## src/rtl/four_bit_out_buffer.sv

```systemverilog
// rtl/four_bit_out_buffer.sv - CPU output-port FIFO with halt-drain sequencing
module four_bit_out_buffer #(
    parameter int DEPTH = 8
) (
    input  logic       clk,
    input  logic       rst,
    input  logic [3:0] OUT_in,
    input  logic       OUT_wr,
    input  logic       HLT_in,
    input  logic       READY,
    output logic [3:0] DATA,
    output logic       VALID,
    output logic       FULL,
    output logic       EMPTY,
    output logic [4:0] COUNT,
    output logic       OVF,
    output logic       DONE
);
    localparam int PW = $clog2(DEPTH);

    typedef enum logic [1:0] {
        ST_RUN   = 2'd0,
        ST_DRAIN = 2'd1,
        ST_DONE  = 2'd2
    } state_t;

    state_t          state_q, state_d;
    logic [3:0]      mem_q [DEPTH];
    logic [3:0]      mem_d [DEPTH];
    logic [PW-1:0]   wr_ptr_q, wr_ptr_d;
    logic [PW-1:0]   rd_ptr_q, rd_ptr_d;
    logic [4:0]      count_q, count_d;
    logic            ovf_q, ovf_d;

    logic            empty;
    logic            full;
    logic            pop;
    logic            wr_acc;
    logic            wr_drop;

    always_comb begin
        empty   = (count_q == 5'd0);
        full    = (count_q == 5'(DEPTH));
        pop     = !empty && READY;
        // A pop at the same edge frees the slot the write needs, even when full
        wr_acc  = (state_q == ST_RUN) && OUT_wr && (!full || pop);
        wr_drop = (state_q == ST_RUN) && OUT_wr && full && !pop;

        mem_d = mem_q;
        if (wr_acc) begin
            mem_d[wr_ptr_q] = OUT_in;
        end

        wr_ptr_d = wr_acc ? wr_ptr_q + 1'b1 : wr_ptr_q;
        rd_ptr_d = pop    ? rd_ptr_q + 1'b1 : rd_ptr_q;
        count_d  = count_q + {4'b0000, wr_acc} - {4'b0000, pop};
        ovf_d    = ovf_q || wr_drop;

        state_d = state_q;
        case (state_q)
            ST_RUN: begin
                if (HLT_in) begin
                    state_d = (count_d == 5'd0) ? ST_DONE : ST_DRAIN;
                end
            end
            ST_DRAIN: begin
                if (count_d == 5'd0) begin
                    state_d = ST_DONE;
                end
            end
            ST_DONE:  state_d = ST_DONE;
            default:  state_d = ST_RUN;
        endcase

        EMPTY = empty;
        FULL  = full;
        VALID = !empty;
        DATA  = empty ? 4'b0000 : mem_q[rd_ptr_q];
        COUNT = count_q;
        OVF   = ovf_q;
        DONE  = (state_q == ST_DONE);
    end

    always_ff @(posedge clk) begin
        if (rst) begin
            state_q  <= ST_RUN;
            wr_ptr_q <= '0;
            rd_ptr_q <= '0;
            count_q  <= 5'd0;
            ovf_q    <= 1'b0;
        end else begin
            state_q  <= state_d;
            wr_ptr_q <= wr_ptr_d;
            rd_ptr_q <= rd_ptr_d;
            count_q  <= count_d;
            ovf_q    <= ovf_d;
        end
    end

    // Array contents stay hidden behind VALID, so they need no reset
    always_ff @(posedge clk) begin
        mem_q <= mem_d;
    end
endmodule
```

## config.mk

```make
export PLATFORM = sky130hd
export DESIGN_NAME = four_bit_out_buffer
export DESIGN_NICKNAME = d
export VERILOG_FILES = /design/src/rtl/four_bit_out_buffer.sv
export SDC_FILE = /design/constraint.sdc
export NUM_CORES = 1
export LEC_CHECK = 0
export CORE_ASPECT_RATIO = 0.75
export CORE_MARGIN = 2
export CORE_UTILIZATION = 32
export DETAILED_ROUTE_END_ITERATION = 10
export DONT_BUFFER_PORTS = 1
export GPL_TIMING_DRIVEN = 1
export MAX_ROUTING_LAYER = met4
export SLEW_MARGIN = 40
export SYNTH_ARGS = -nofsm -noshare
export SYNTH_HDL_FRONTEND = slang
export SYNTH_SLANG_ARGS = --single-unit
```

## constraint.sdc

```tcl
create_clock -name clk -period 3.98 [get_ports clk]
set_input_delay 0.995 -clock clk [delete_from_list [all_inputs] [get_ports clk]]
set_output_delay 0.995 -clock clk [all_outputs]
set_load 0.01 [all_outputs]
```

* Word level (Yosys, flattened, before mapping)
Cells that the tools add are included.
Operators by class: add/subtract/negate cells 4, multiply operators 0, divide/modulo/power cells 0, magnitude comparators 3, eq/ne operators 5, shift-type cells 0, mux-type cells 11, bitwise operators 2, reductions and logical operators 15
Operators with widths (count):
- bitwise mux 32 bit | 1
- 2-to-1 mux 4 bit | 4
- binary-select mux 4 bit (select 3 bit) | 1
- demux 4 bit (select 3 bit) | 1
- logical NOT 5 bit | 2
- >= comparator 4 bit, second input constant | 2
- NOT 3 -> 4 bit | 2
- adder 3 x 1 -> 3 bit, second input constant | 2
- logical AND 1 bit | 6
- 2-to-1 mux 2 bit | 3
- case mux 2 bit (3 select lines) | 1
- adder 5 x 1 -> 5 bit | 1
- == test 5 x 4 -> 1 bit, second input constant | 1
- subtractor 5 x 1 -> 5 bit | 1
- less-than comparator 4 x 1 -> 1 bit, second input constant | 1
- != test 2 bit, second input constant | 2
- logical NOT 1 bit | 3
- == test 2 x 1 -> 1 bit, second input constant | 1
- == test 2 bit, second input constant | 1
- logical NOT 2 bit | 1
- logical OR 1 bit | 2
- AND reduction 2 bit | 1
Word-level totals: register bits after elaboration 46, bits in latches 0, RAM bits 0, bits in read-only memories 0, output and inout bits 14, word-level logic and storage cells 53, memories 0

* Logic depth before layout (Yosys ltp)
word-level depth 11, mapped depth 16

* Worst setup path after synthesis
OpenSTA, ideal clock, no wires.
path type in2reg, from in READY, to reg state_q[1], data arrival time 3.460 ns, required time 3.894 ns, path slack 0.434 ns, stages 14, buffers on the path 1, cell sequence nand2b_1 and3_1 or2_2 clkbuf_1 o21ai_0 ha_1 inv_1 fa_1 nand2b_1 a21oi_1 xnor2_1 nand4_2 a211o_1 a221oi_2
Between the ends: longest elaborated chain between the ends 9, elaborated cells on any way between the ends 11
Ends and longest elaborated chain:
- start: declaration | line 10 | input logic READY,
- logical AND 1 bit * | line 44 | pop = !empty && READY;
- logical OR 1 bit | line 46 | wr_acc = (state_q == ST_RUN) && OUT_wr && (!full || pop);
- logical AND 1 bit | line 46
- adder 5 x 1 -> 5 bit | line 56 | count_d = count_q + {4'b0000, wr_acc} - {4'b0000, pop};
- subtractor 5 x 1 -> 5 bit * | line 56
- logical NOT 5 bit * | line 63, 67
- 2-to-1 mux 2 bit | line 63 | state_d = (count_d == 5'd0) ? ST_DONE : ST_DRAIN;
- 2-to-1 mux 2 bit | line 62 | if (HLT_in) begin
- case mux 2 bit (3 select lines) | line 60 | case (state_q)
- end signal: assignment | line 92 | state_q <= state_d;
- end: declaration | line 27 | state_t state_q, state_d;
Every way passes the cells marked *; elsewhere a longest branch is shown, timed or not. The select of a mux whose other input is x is not followed. A chain may end at the register's enable or synchronous reset.

* Worst setup path in the final report
from reg count_q[3], in the netlist COUNT[3], to reg state_q[1]
Between the ends: longest elaborated chain between the ends 11, elaborated cells on any way between the ends 15
Ends and longest elaborated chain:
- start: declaration | line 32 | logic [4:0] count_q, count_d;
- start signal: assignment | line 95 | count_q <= count_d;
- logical NOT 5 bit | line 42 | empty = (count_q == 5'd0);
- logical NOT 1 bit | line 44
- logical AND 1 bit | line 44
- logical OR 1 bit | line 46
- logical AND 1 bit | line 46
- adder 5 x 1 -> 5 bit | line 56
- subtractor 5 x 1 -> 5 bit * | line 56
- logical NOT 5 bit * | line 63, 67
- 2-to-1 mux 2 bit | line 63
- 2-to-1 mux 2 bit | line 62
- case mux 2 bit (3 select lines) | line 60
Marks and branches as above.

==> results.md <==
* RSZ-0062 raised after global routing: no
* DR pass1 iterations at 5
* CTS tree: built
* Clk root buf: clkbuf_8
* Most frequent cells in the layout: 32 x edfxtp_1, 19 x nor2_1, 14 x dfxtp_1, 14 x nand2_1, 12 x ha_1
* Util after Layout at 36.50%
* Status: completed
* Mux contribution to synthesized area at 10.46%
* Synth Register Bits at 46
* Tot GR Track Use at around 12%
* Drt via density at 4.770
* H-tree depth at 2
* Global-route wire length before repair at between 6000 and 7000 microns
* Vias at between 1,000 and 1,500
* Starting Density at around a third
* CTS Buf Count at 5
* Min Clock Period, post-route at 3.568 ns
* Buffers and inverters on the worst path at 2
* Clk_lat worst skew at about 0.30 ns
* Setup crit end kind: flop
* Design Area, Final at between 0.002 and 0.0025 sq mm
* Critical Path AT at 3.79 ns
* Pwr Total at about 1.7 mW
* Clock tree buffer depth at 2
* Filler Cells Inserted at between 600 and 700
* Total gr overflow at 0
* Leak at roughly 0.8 nW
* Fraction of layout cells with a size suffix above 1 at 13.50%
* Synth Instances at between 150 and 200
* Required time worst endpoint at ~4.2 ns
* Hold/Removal Path Class: reg -> reg
* Fin Setup TNS at 0 ns
* CP Launch Type: flop
* Post-Synth Adder-Cell Area at under 10%
* Largest family of logic cells by synthesized area: simple AND/OR/NAND/NOR gates
* Avg WL per Cell at 15.52 microns
* Row count at 25
* Placed cells at between 200 and 250
* Die ar. at approximately 0.0072 sq mm
* Total number of yosys warnings at 0
* Met3 WL at around 260 microns
* Reg area at 0.001241 sq mm
* Core Box Area at roughly 0.0063 sq mm
* Dpl hpwl at 2748 microns
* Met1 WL at 1861 microns
* Multi-input logic area at around 810 sq um
* Leading cell type in the layout, fill and taps excluded: edfxtp_1
* DP Area at 0.002193 sq mm
* Clock Pin Slew Worst Setup and Hold Paths at 0.09 ns
* Layout Skew at between 0.008 and 0.009 ns
* Fmax at about 0.28 GHz
* Slew headroom at 50.62%
* # resized after CTS at 0
* Cell variety after synth at 34
* Die X at a little under 100 microns
* Final period utilization at around 90%
* Die height at about 74 microns
* Hold Vio Cnt, Final at 0
* Largest net degree at the start of global routing at 16
* Mean post-synth cell area at 13.24 sq um
* Ant diodes at 0
* Synth Area in XOR/XNOR at under 10%
* Vias in the first global route at approximately 1,200
* CP max stage delay at approximately 0.46 ns
* Iteration-0 DRC Markers at 47
* Routed WL at roughly 3800 microns
* Area of the mapped netlist at 0.002105 sq mm
* Finished Layout Cells at approximately 240
* Slowest-stage cell, CP: dfxtp_1
* Drt drc at 0
* Crit Path Category: reg -> reg
* Post-route ant nets at 0
* Top layer in use: met4
* PD cells at between 700 and 800 mW/mm^2
* Setup-failing EPs final at 0
* Count of clock tree sinks at 46
* Setup Fix Bufs, Post-CTS at 0
* Synth Area in Compound Gates at approximately 4%
* Area growth from synthesis to layout at 9.572%
* Mapped Nets at 181
* Slew @ Worst Pin at roughly 0.74 ns
* Top Family by Delay on Critical Path: simple AND/OR/NAND/NOR gates
* Routed wl met2 at between 1500 and 2000 microns
* Slew Limit Fails at 0
* Worst path cell trace: inv_1, ha_1, nand2b_1, and3_1, or2_2, o21ai_0, ha_1, inv_1, fa_1, nand2b_1, a21oi_1, xnor2_1, nand4_2, a211o_1, a221oi_2
* Fin nets at 184
* CP Max Fanout at 6
* Port Buf Inserts at 0
* Antenna violations before repair at 0
* Peak supply drop at 0.0004963 V
* Simple-gate area share of the yosys netlist at between 10% and 20%
* Seq/Total Area, Yosys at around 60%
* Maximum capacitance violations at 0
* I/O pins at 23
* Routability cong. at approximately 0.84
* Post-CTS Hold Buffers at 0
[worst paths after layout]
check,startpoint,end,slack (ns),cells past startpoint
worst min register to register,state_q[0],state_q[0],0.52,2
worst max-delay path,COUNT[3],state_q[1],0.41,15
worst min-delay path,state_q[0],state_q[0],0.52,2
worst max register to register,COUNT[3],state_q[1],0.41,15
[state kept, by name, summed over array words and instances (netlist names)]
register and flops:
OVF 1, COUNT 5, wr_ptr_q 3, mem_q 32
state_q 2, rd_ptr_q 3
[tightest hold or removal path, cell delays in order, from the launching register on]
cell,delay [ns]
dfxtp_1,0.36
nand2_1,0.07
a31oi_1,0.06
[Yosys cell counts]
cell type	count	area, sq um
nor2b_2	1	8.760
edfxtp_1	32	960.9
mux2i_1	4	40.04
or2_2	1	6.260
a21oi_1	4	20.02
xnor2_1	5	43.79
a221oi_2	1	15.01
clkbuf_1	4	15.01
xor2_1	3	26.28
and2_1	1	6.260
nand4_2	1	12.51
and2b_1	1	7.510
nand2b_1	4	25.02
nand2_1	14	52.55
nor2_1	19	71.32
o31ai_1	1	7.510
a31oi_1	2	12.51
a21o_2	1	8.760
and3_1	1	6.260
mux4_2	8	180.2
a211o_1	1	8.760
nor4bb_1	1	10.01
o21ai_0	1	5.000
ha_1	12	150.1
nor4_1	1	6.260
dfxtp_1	14	280.3
inv_1	8	30.03
nand3_1	1	5.000
fa_1	1	20.02
nor3_1	5	25.02
buf_2	1	5.000
and2_0	1	6.260
a21o_1	1	7.510
nor2b_1	3	18.77
[power breakdown]
group	switching, mW	leakage (nW)	internal [mW]	total [mW]
registers	0.101	0.405	0.586	0.688
logic	0.351	0.339	0.292	0.643
clock network	0.162	0.0585	0.188	0.350
[cell type report]
type | instances | area share [%]
Multi-Input combinational cell | 100 | 35.27
Clock inverter | 3 | 1.899
Timing Repair Buffer | 1 | 0.3256
Tap cell | 81 | 4.395
Sequential cell | 46 | 53.83
Inverter | 8 | 1.302
Clock buffer | 5 | 2.984
[logic make-up after synthesis]
family / after synthesis
AOI/OAI and AO/OA: 12
adders and majority gates: 13
buffers and inverters: 13
muxes: 12
DFF: 46
and+or+nand+nor: 55
xor gates and xnor gates: 8
[layer usage]
metal	vias up	global-route usage [%]
met1	561	15.92
li1	573	-
met4	0	5.093
met3	6	5.263
met5	-	-
met2	24	17.47
[stage by stage]
stage / hold WS, ns / worst slack (ns)
2_1_floorplan: 0.4812 / 0.4339
3_3_place_gp: 0.5123 / 0.3969
3_5_place_dp: 0.5170 / 0.3155
4_1_cts: 0.5270 / 0.4353
5_1_grt: 0.5624 / 0.02480
6_report: 0.5231 / 0.4115
(Power assumes the default switching activity.)
